`src/rtl/gamma_pkg.sv`:
```
// gamma_pkg: table geometry, channel bases and sequencer state encoding
// shared by the gamma LUT controller.
package gamma_pkg;

    localparam int GAMMA_ENTRIES = 768;
    localparam int GAMMA_AW      = 10;

    localparam logic [GAMMA_AW-1:0] GAMMA_BASE_R   = 10'd0;
    localparam logic [GAMMA_AW-1:0] GAMMA_BASE_G   = 10'd256;
    localparam logic [GAMMA_AW-1:0] GAMMA_BASE_B   = 10'd512;
    localparam logic [GAMMA_AW-1:0] GAMMA_LAST_IDX = 10'(GAMMA_ENTRIES - 1);

    typedef enum logic [1:0] {
        IDLE  = 2'd0,
        FILL  = 2'd1,
        LOAD  = 2'd2,
        DRAIN = 2'd3
    } gamma_state_t;

endpackage

```
`src/rtl/gamma_ctrl.sv`:
```
// gamma_ctrl: gamma LUT load/fill sequencer with vblank-aligned table enable.
// The identity-ramp fill path (FILL state, default_req) exists only under GAMMA_DEFAULT_FILL_EN.
//
// state | meaning
// IDLE  | no table traffic; a pending curve commits on the next vblank rise
// FILL  | writing the identity ramp, one entry per cycle
// LOAD  | accepting host bytes, one table write per accepted byte
// DRAIN | stream overran the table; discard bytes until host_last
module gamma_ctrl
    import gamma_pkg::*;
(
    input  logic                clk_sys,
    input  logic                reset,
    input  logic                load_start,
    input  logic                default_req,
    input  logic                host_valid,
    output logic                host_ready,
    input  logic [7:0]          host_data,
    input  logic                host_last,
    input  logic                gamma_en_req,
    input  logic                vblank,
    output logic                gamma_wr,
    output logic [GAMMA_AW-1:0] gamma_wr_addr,
    output logic [7:0]          gamma_value,
    output logic                gamma_en,
    output logic                busy,
    output logic                err
);

    gamma_state_t        state, state_nxt;
    logic [GAMMA_AW-1:0] idx, idx_nxt;
    logic                table_valid, table_valid_nxt;
    logic                pending, pending_nxt;
    logic                err_nxt;
    logic                gamma_en_nxt;
    logic                wr_nxt;
    logic [GAMMA_AW-1:0] addr_nxt;
    logic [7:0]          value_nxt;
    logic                vblank_q;
    logic                vblank_rise;
    logic                commit;
    logic                accept;
    logic                boot;

`ifdef GAMMA_DEFAULT_FILL_EN
    logic boot_nxt;

    // One-shot flag so the identity ramp is written right after reset.
    always_ff @(posedge clk_sys) begin
        if (reset) begin
            boot <= 1'b1;
        end else begin
            boot <= boot_nxt;
        end
    end
`else
    logic unused_default_req;
    assign unused_default_req = default_req;
    assign boot               = 1'b0;
`endif

    assign accept      = host_valid & host_ready;
    assign vblank_rise = vblank & ~vblank_q;
    // A write still on the bus this cycle has not landed; defer commit a frame.
    assign commit      = vblank_rise & pending & ~gamma_wr;

    always_comb begin
        state_nxt       = state;
        idx_nxt         = idx;
        table_valid_nxt = table_valid;
        pending_nxt     = pending;
        err_nxt         = err;
        gamma_en_nxt    = gamma_en;
        wr_nxt          = 1'b0;
        addr_nxt        = gamma_wr_addr;
        value_nxt       = gamma_value;
`ifdef GAMMA_DEFAULT_FILL_EN
        boot_nxt        = 1'b0;
`endif

        if (vblank_rise) begin
            if (commit) begin
                table_valid_nxt = 1'b1;
                pending_nxt     = 1'b0;
            end
            gamma_en_nxt = gamma_en_req & (table_valid | commit);
        end

        case (state)
            IDLE: begin
                if (load_start) begin
                    state_nxt       = LOAD;
                    idx_nxt         = '0;
                    table_valid_nxt = 1'b0;
                    pending_nxt     = 1'b0;
                    err_nxt         = 1'b0;
                    gamma_en_nxt    = 1'b0;
                end
`ifdef GAMMA_DEFAULT_FILL_EN
                else if (default_req || boot) begin
                    state_nxt       = FILL;
                    idx_nxt         = '0;
                    table_valid_nxt = 1'b0;
                    pending_nxt     = 1'b0;
                    gamma_en_nxt    = 1'b0;
                end
`endif
            end

`ifdef GAMMA_DEFAULT_FILL_EN
            FILL: begin
                if (load_start) begin
                    state_nxt       = LOAD;
                    idx_nxt         = '0;
                    table_valid_nxt = 1'b0;
                    pending_nxt     = 1'b0;
                    err_nxt         = 1'b0;
                    gamma_en_nxt    = 1'b0;
                end else begin
                    wr_nxt    = 1'b1;
                    addr_nxt  = idx;
                    value_nxt = idx[7:0];
                    if (idx == GAMMA_LAST_IDX) begin
                        state_nxt   = IDLE;
                        pending_nxt = 1'b1;
                    end else begin
                        idx_nxt = idx + 10'd1;
                    end
                end
            end
`endif

            LOAD: begin
                if (accept) begin
                    wr_nxt    = 1'b1;
                    addr_nxt  = idx;
                    value_nxt = host_data;
                    if (host_last) begin
                        state_nxt = IDLE;
                        if (idx == GAMMA_LAST_IDX) begin
                            pending_nxt = 1'b1;
                        end else begin
                            err_nxt = 1'b1;
                        end
                    end else if (idx == GAMMA_LAST_IDX) begin
                        err_nxt   = 1'b1;
                        state_nxt = DRAIN;
                    end else begin
                        idx_nxt = idx + 10'd1;
                    end
                end
            end

            DRAIN: begin
                if (accept && host_last) begin
                    state_nxt = IDLE;
                end
            end

            default: begin
                state_nxt = IDLE;
            end
        endcase
    end

    always_ff @(posedge clk_sys) begin
        if (reset) begin
            state         <= IDLE;
            idx           <= '0;
            table_valid   <= 1'b0;
            pending       <= 1'b0;
            err           <= 1'b0;
            gamma_en      <= 1'b0;
            gamma_wr      <= 1'b0;
            gamma_wr_addr <= '0;
            gamma_value   <= '0;
            host_ready    <= 1'b0;
            busy          <= 1'b0;
            vblank_q      <= 1'b0;
        end else begin
            state         <= state_nxt;
            idx           <= idx_nxt;
            table_valid   <= table_valid_nxt;
            pending       <= pending_nxt;
            err           <= err_nxt;
            gamma_en      <= gamma_en_nxt;
            gamma_wr      <= wr_nxt;
            gamma_wr_addr <= addr_nxt;
            gamma_value   <= value_nxt;
            host_ready    <= (state_nxt == LOAD) || (state_nxt == DRAIN);
            busy          <= (state_nxt != IDLE);
            vblank_q      <= vblank;
        end
    end

endmodule

```
`config.mk`:
```
export PLATFORM = sky130hd
export DESIGN_NAME = gamma_ctrl
export DESIGN_NICKNAME = d
export VERILOG_FILES = /design/src/rtl/gamma_pkg.sv /design/src/rtl/gamma_ctrl.sv
export SDC_FILE = /design/constraint.sdc
export NUM_CORES = 1
export LEC_CHECK = 0
export BUFFER_PORTS_ARGS = -buffer_cell sky130_fd_sc_hd__buf_2
export CAP_MARGIN = 20
export CORE_UTILIZATION = 51
export DETAILED_ROUTE_END_ITERATION = 10
export PLACE_DENSITY_LB_ADDON = 0.3
export SLEW_MARGIN = 10
export SYNTH_ARGS = -nofsm -noshare
export SYNTH_HDL_FRONTEND = slang
export SYNTH_SLANG_ARGS = --single-unit
```
`constraint.sdc`:
```
create_clock -name clk_sys -period 2 [get_ports clk_sys]
set_clock_uncertainty 0.2 [all_clocks]
set_input_delay 0.3 -clock clk_sys [delete_from_list [all_inputs] [get_ports clk_sys]]
set_output_delay 0.3 -clock clk_sys [all_outputs]
set_load 0.005 [all_outputs]
```
# After elaboration in Yosys (flattened, before gate mapping)
# Index checks and enable logic that the tools add are counted.
op_classes:
  n_reduce_logical: 9
  n_eq_ne: 11
  add_sub_neg: 1
  bitwise_logic: 9
  mux: 32
op_table:
  columns: ["operator", "n"]
  rows:
  - ["$mux 10", 4]
  - ["$pmux 10 s2", 1]
  - ["$mux 1", 19]
  - ["$add 10x1->10 const B", 1]
  - ["$eq 10x10->1 const B", 1]
  - ["$mux 2", 5]
  - ["$reduce_and 5->1", 2]
  - ["$eq 2x2->1 const B", 4]
  - ["$ne 2x2->1 const B", 4]
  - ["$ne 3x3->1 const B", 2]
  - ["$pmux 2 s3", 1]
  - ["$and 1x1->1", 5]
  - ["$pmux 1 s2", 2]
  - ["$reduce_bool 2->1", 2]
  - ["$not 1->1", 3]
  - ["$logic_not 2->1", 1]
  - ["$reduce_and 2->1", 1]
  - ["$reduce_or 2->1", 1]
  - ["$logic_and 1x1->1", 1]
  - ["$logic_or 1x1->1", 1]
  - ["$or 1x1->1", 1]
word_totals:
  input_bits: 16
  register_bits: 38
  output_inout_bits: 23
  elab_cells: 74

# Logic depth before layout (Yosys ltp)
logic_depth:
  depth_word: 10
  ltp_mapped: 6
  ltp_nobuf: 5

# Worst setup path before layout
# OpenSTA, ideal clock, no wires.
synth_path:
  kind: "register -> register"
  startpoint: "register idx[0]"
  endpoint: "register idx[6]"
  stages_incl_launch_ff: 7
  setup_slack_ns: 0.182
  t_required_ns: 1.679
  arrival_time_ns: 1.497
  path_cell_list: "dfxtp_1 -> ha_1 -> nand3b_1 -> nor4_2 -> buf_2 -> nor4_1 -> mux2_2"
synth_between:
  elab_chain_len: 5
  elab_cells_between_ends: 8
synth_rtl:
  columns: ["element", "line", "source"]
  rows:
  - ["start, declared", "gamma_ctrl.sv:31", "logic [GAMMA_AW-1:0] idx, idx_nxt;"]
  - ["start signal, assigned", "gamma_ctrl.sv:182", "idx <= idx_nxt;"]
  - ["$add 10x1->10", "gamma_ctrl.sv:149", "idx_nxt = idx + 10'd1;"]
  - ["$mux 10", "gamma_ctrl.sv:145", "end else if (idx == GAMMA_LAST_IDX) begin"]
  - ["$mux 10", "gamma_ctrl.sv:138", "if (host_last) begin"]
  - ["$mux 10", "gamma_ctrl.sv:134", "if (accept) begin"]
  - ["$pmux 10 s2", "gamma_ctrl.sv:89", "case (state)"]
# Several ways; a longest one is shown, not always the timed one. The select of a mux whose other input is x is not followed.
# A chain may end at the register's enable or synchronous reset.

# Final worst setup path
layout_path:
  startpoint: "register idx[0]"
  endpoint: "register idx[2]"
# The elaborated chain is that of the path after synthesis.

==> out/metrics.yaml <==
floorplan:
  floorplan.die.width_um: 57.3
  die_area_mm2: 0.00328
  floorplan.initialDensity: 0.551
  design.portCount: 39
  die_h_um: 57.3
  num_rows: 19
  core_area_mm2: 0.00283
yosys:
  synth-warning-count: 0
  ys_ff_latch: 37
  synth_instances: 189
  mappedNetlistArea_mm2: 0.00156
  post-synth-top-area-cell: "sky130_fd_sc_hd__dfxtp_1"
  synth-seq-area-share: 0.475
  synth_cell_type_count: 40
  synth_async_sr_flop_share: 0
  synth_fp_nets: 206
  synth_top_cell_area_share: 0.475
  yosysMostFrequentCell: "sky130_fd_sc_hd__nand2_1"
  synth.top_cells.by_count: "44 x sky130_fd_sc_hd__nand2_1, 37 x sky130_fd_sc_hd__dfxtp_1, 28 x sky130_fd_sc_hd__a21oi_1, 10 x sky130_fd_sc_hd__nor2_1, 6 x sky130_fd_sc_hd__buf_2"
  postSynth.topFlopCell: "sky130_fd_sc_hd__dfxtp_1"
  synth_enable_flop_cells: 0
  syn-mean-instance-area_um2: 8.25
  synthTopCellsByArea: "sky130_fd_sc_hd__dfxtp_1 48%, sky130_fd_sc_hd__nand2_1 11%, sky130_fd_sc_hd__a21oi_1 9.0%"
clock_network:
  cts_buffer_depth: 2
  cell_at_the_root_of_the_clock_tree: "sky130_fd_sc_hd__clkbuf_4"
  clock_tree.htree_level_count: 2
  cts_buffers: 5
  insertion_delay_ps: 340
  tritoncts_num_sinks: 37
  clk_pin_slew_ps: 100
  tritoncts: "built"
setup_path:
  cell_with_the_largest_stage_delay_on_the_worst_path: "sky130_fd_sc_hd__or4_1"
  cp_top_family: "simple AND/OR/NAND/NOR gates"
  required_ps: 2070
  critical_path_class: "register to register"
  path_buf_inv: 1
  critical_path.endpoint_type: "register"
  worst-path-max-fanout: 10
  critical_path.startpoint_type: "register"
  arr_time_crit_path_ps: 2000
  max_stage_delay_ps: 500
  cp_cell_sequence: "ha_1 -> nand3b_1 -> nor4_2 -> buf_4 -> or4_1 -> a21oi_1"
timing:
  final-setup-viol-count: 0
  min_period_over_period: 0.962
  period_needed_ps: 1920
  setup_repair_after_global_routing_missed_its_margin: "false"
  max_clock_freq_mhz: 520
  totalNegativeSetupSlack_ps: 0
  timing.final.max_slew_violations: 0
  slew_headroom: 0.629
  hold_viol_final: 0
  max_slew.worst_pin.slew_ps: 543
  worst_hold_slack_ps: 9.57
  fin_ws_ps: 76.8
route:
  drc_errors: 5
  final_antenna_net_count: 0
  post_drt_via_cell_ratio: 5.70
  drt-initial-drc-count: 83
  vias_post_dr: 1540
  drtPass1Iterations: 7
  post_drt_wl_per_cell_um: 13.2
  routed_wirelength_um: 3550
power:
  clock_power_share: 0.310
  sw_frac_of_total: 0.241
  power_frac_seq: 0.594
  p_comb_frac: 0.096
  power_mw: 1.28
  cellLeakagePower_nw: 0.782
  powerDensity_mw_per_mm2: 661
  power.switching_uw: 309
  peakVddDrop_mv: 0.582
  internal-power_uw: 973
placed_design:
  placement_stage_cell_area_mm2: 0.00179
  post-place-cells: 254
  dp_slack_ps: 94.6
  place.detailed.hpwl_um: 2500
  buffer_ports.inserted: 37
  gp_congestion: 0.873
cells_and_area:
  layout-area-overhead-vs-synth_pct: 24.4
  layout.core_utilization: 0.686
  total_non_filler_cell_area_in_the_finished_layout_mm2: 0.00194
  cell_count_final_fillers_out: 270
  num-nets-final: 256
  antennaDiodeCount: 0
  drive_above_1_share: 0.251
  nFillCells: 228
run_status:
  violations_in_the_final_reports: "design-rule violations"
  outcome: "complete, but fails checks"
worst_hold_path:
  worst_hold_path_type: "input port to register"
grt:
  grt_start_max_net_pins: 26
  grt_antenna_before_repair: 0
  grt_pass1_wl_um: 6040
  grt_util_all_layers: 0.243
  overflow: 0
  number_of_global_route_vias_before_repair: 1443
run:
  max_cap_viol_count: 0
power by group through the flow:
stage / clock [mW] / sequential [mW] / combinational (mW)
floorplan: 0 / 0.778 / 0.0627
global route: 0.435 / 0.764 / 0.137
CTS: 0.404 / 0.762 / 0.122
detailed placement: 0 / 0.778 / 0.110
global placement: 0 / 0.777 / 0.106
finish: 0.397 / 0.762 / 0.123
cell type report:
| type | instances | area, um^2 | area share |
|---|---|---|---|
| flip-flops and latches | 37 | 743 | 0.383 |
| well taps | 31 | 38.8 | 0.0200 |
| multi-input cells | 137 | 754 | 0.389 |
| clock buffers | 7 | 55.1 | 0.0284 |
| inverters | 4 | 15.0 | 0.00774 |
| repair buffers | 54 | 333 | 0.172 |
routing by layer:
metal,part of all wire,vias up,global-route usage
met1,0.40,724,0.259
met2,0.52,50,0.450
li1,-,757,-
met5,0,-,0
met4,0.021,0,0.0976
met3,0.053,9,0.0680
layout by cell type (no fill, tap or decap), drive strengths merged, types with 3 or more instances in the layout:
master	count
a21oi	28
and2	3
buf	46
clkbuf	7
dfxtp	37
dlygate4sd3	8
inv	4
nand2	44
nand3b	3
nor2	10
nor3	3
nor4	3
o21ai	5
o31ai	4
or4	4
worst register-to-register path: stages, from the launching register on:
cell	delay, ps
sky130_fd_sc_hd__dfxtp_2	360
sky130_fd_sc_hd__ha_1	220
sky130_fd_sc_hd__nand3b_1	170
sky130_fd_sc_hd__nor4_2	80
sky130_fd_sc_hd__buf_4	160
sky130_fd_sc_hd__or4_1	500
sky130_fd_sc_hd__a21oi_1	160
flip-flops by register name (all words and copies together) (netlist names):
register and flops:
busy 1, table_valid 1, gamma_wr 1, pending 1, idx 10, gamma_en 1
err 1, gamma_wr_addr 10, vblank_q 1, gamma_value 8, host_ready 1, state 1
worst paths after layout:
check / startpoint / endpoint / slack (ps) / cells past startpoint
worst min register to register: gamma_value[3]$_SDFFE_PP0P_ / gamma_value[3]$_SDFFE_PP0P_ / 260 / 2
worst max register to register: idx[0]$_SDFFE_PP0P_ / idx[2]$_SDFFE_PP0P_ / 80 / 6
worst min-delay path: host_data[1] / gamma_value[1]$_SDFFE_PP0P_ / 10 / 3
worst max-delay path: idx[0]$_SDFFE_PP0P_ / idx[2]$_SDFFE_PP0P_ / 80 / 6
cell families (layout without fill, tap and decap cells):
group | after synthesis | in the layout | share of synthesized area
and+or+nand+nor | 86 | 86 | 0.274
adders and majority gates | 1 | 1 | 0.00802
buffers and inverters | 15 | 65 | 0.0409
muxes | 3 | 3 | 0.0201
AOI/OAI and AO/OA | 46 | 46 | 0.176
DFF | 37 | 37 | 0.475
xor gates and xnor gates | 1 | 1 | 0.00562
what timing repair did:
| item | CTS | global route |
|---|---|---|
| endpoints found under the hold margin | 8 | 0 |
| hold buffers | 8 | 0 |
| setup endpoints to repair | 0 | 2 |
| resized for setup | 0 | 2 |
| buffers inserted | 0 | 1 |
No activity file was read; power rests on OpenSTA's default activity.
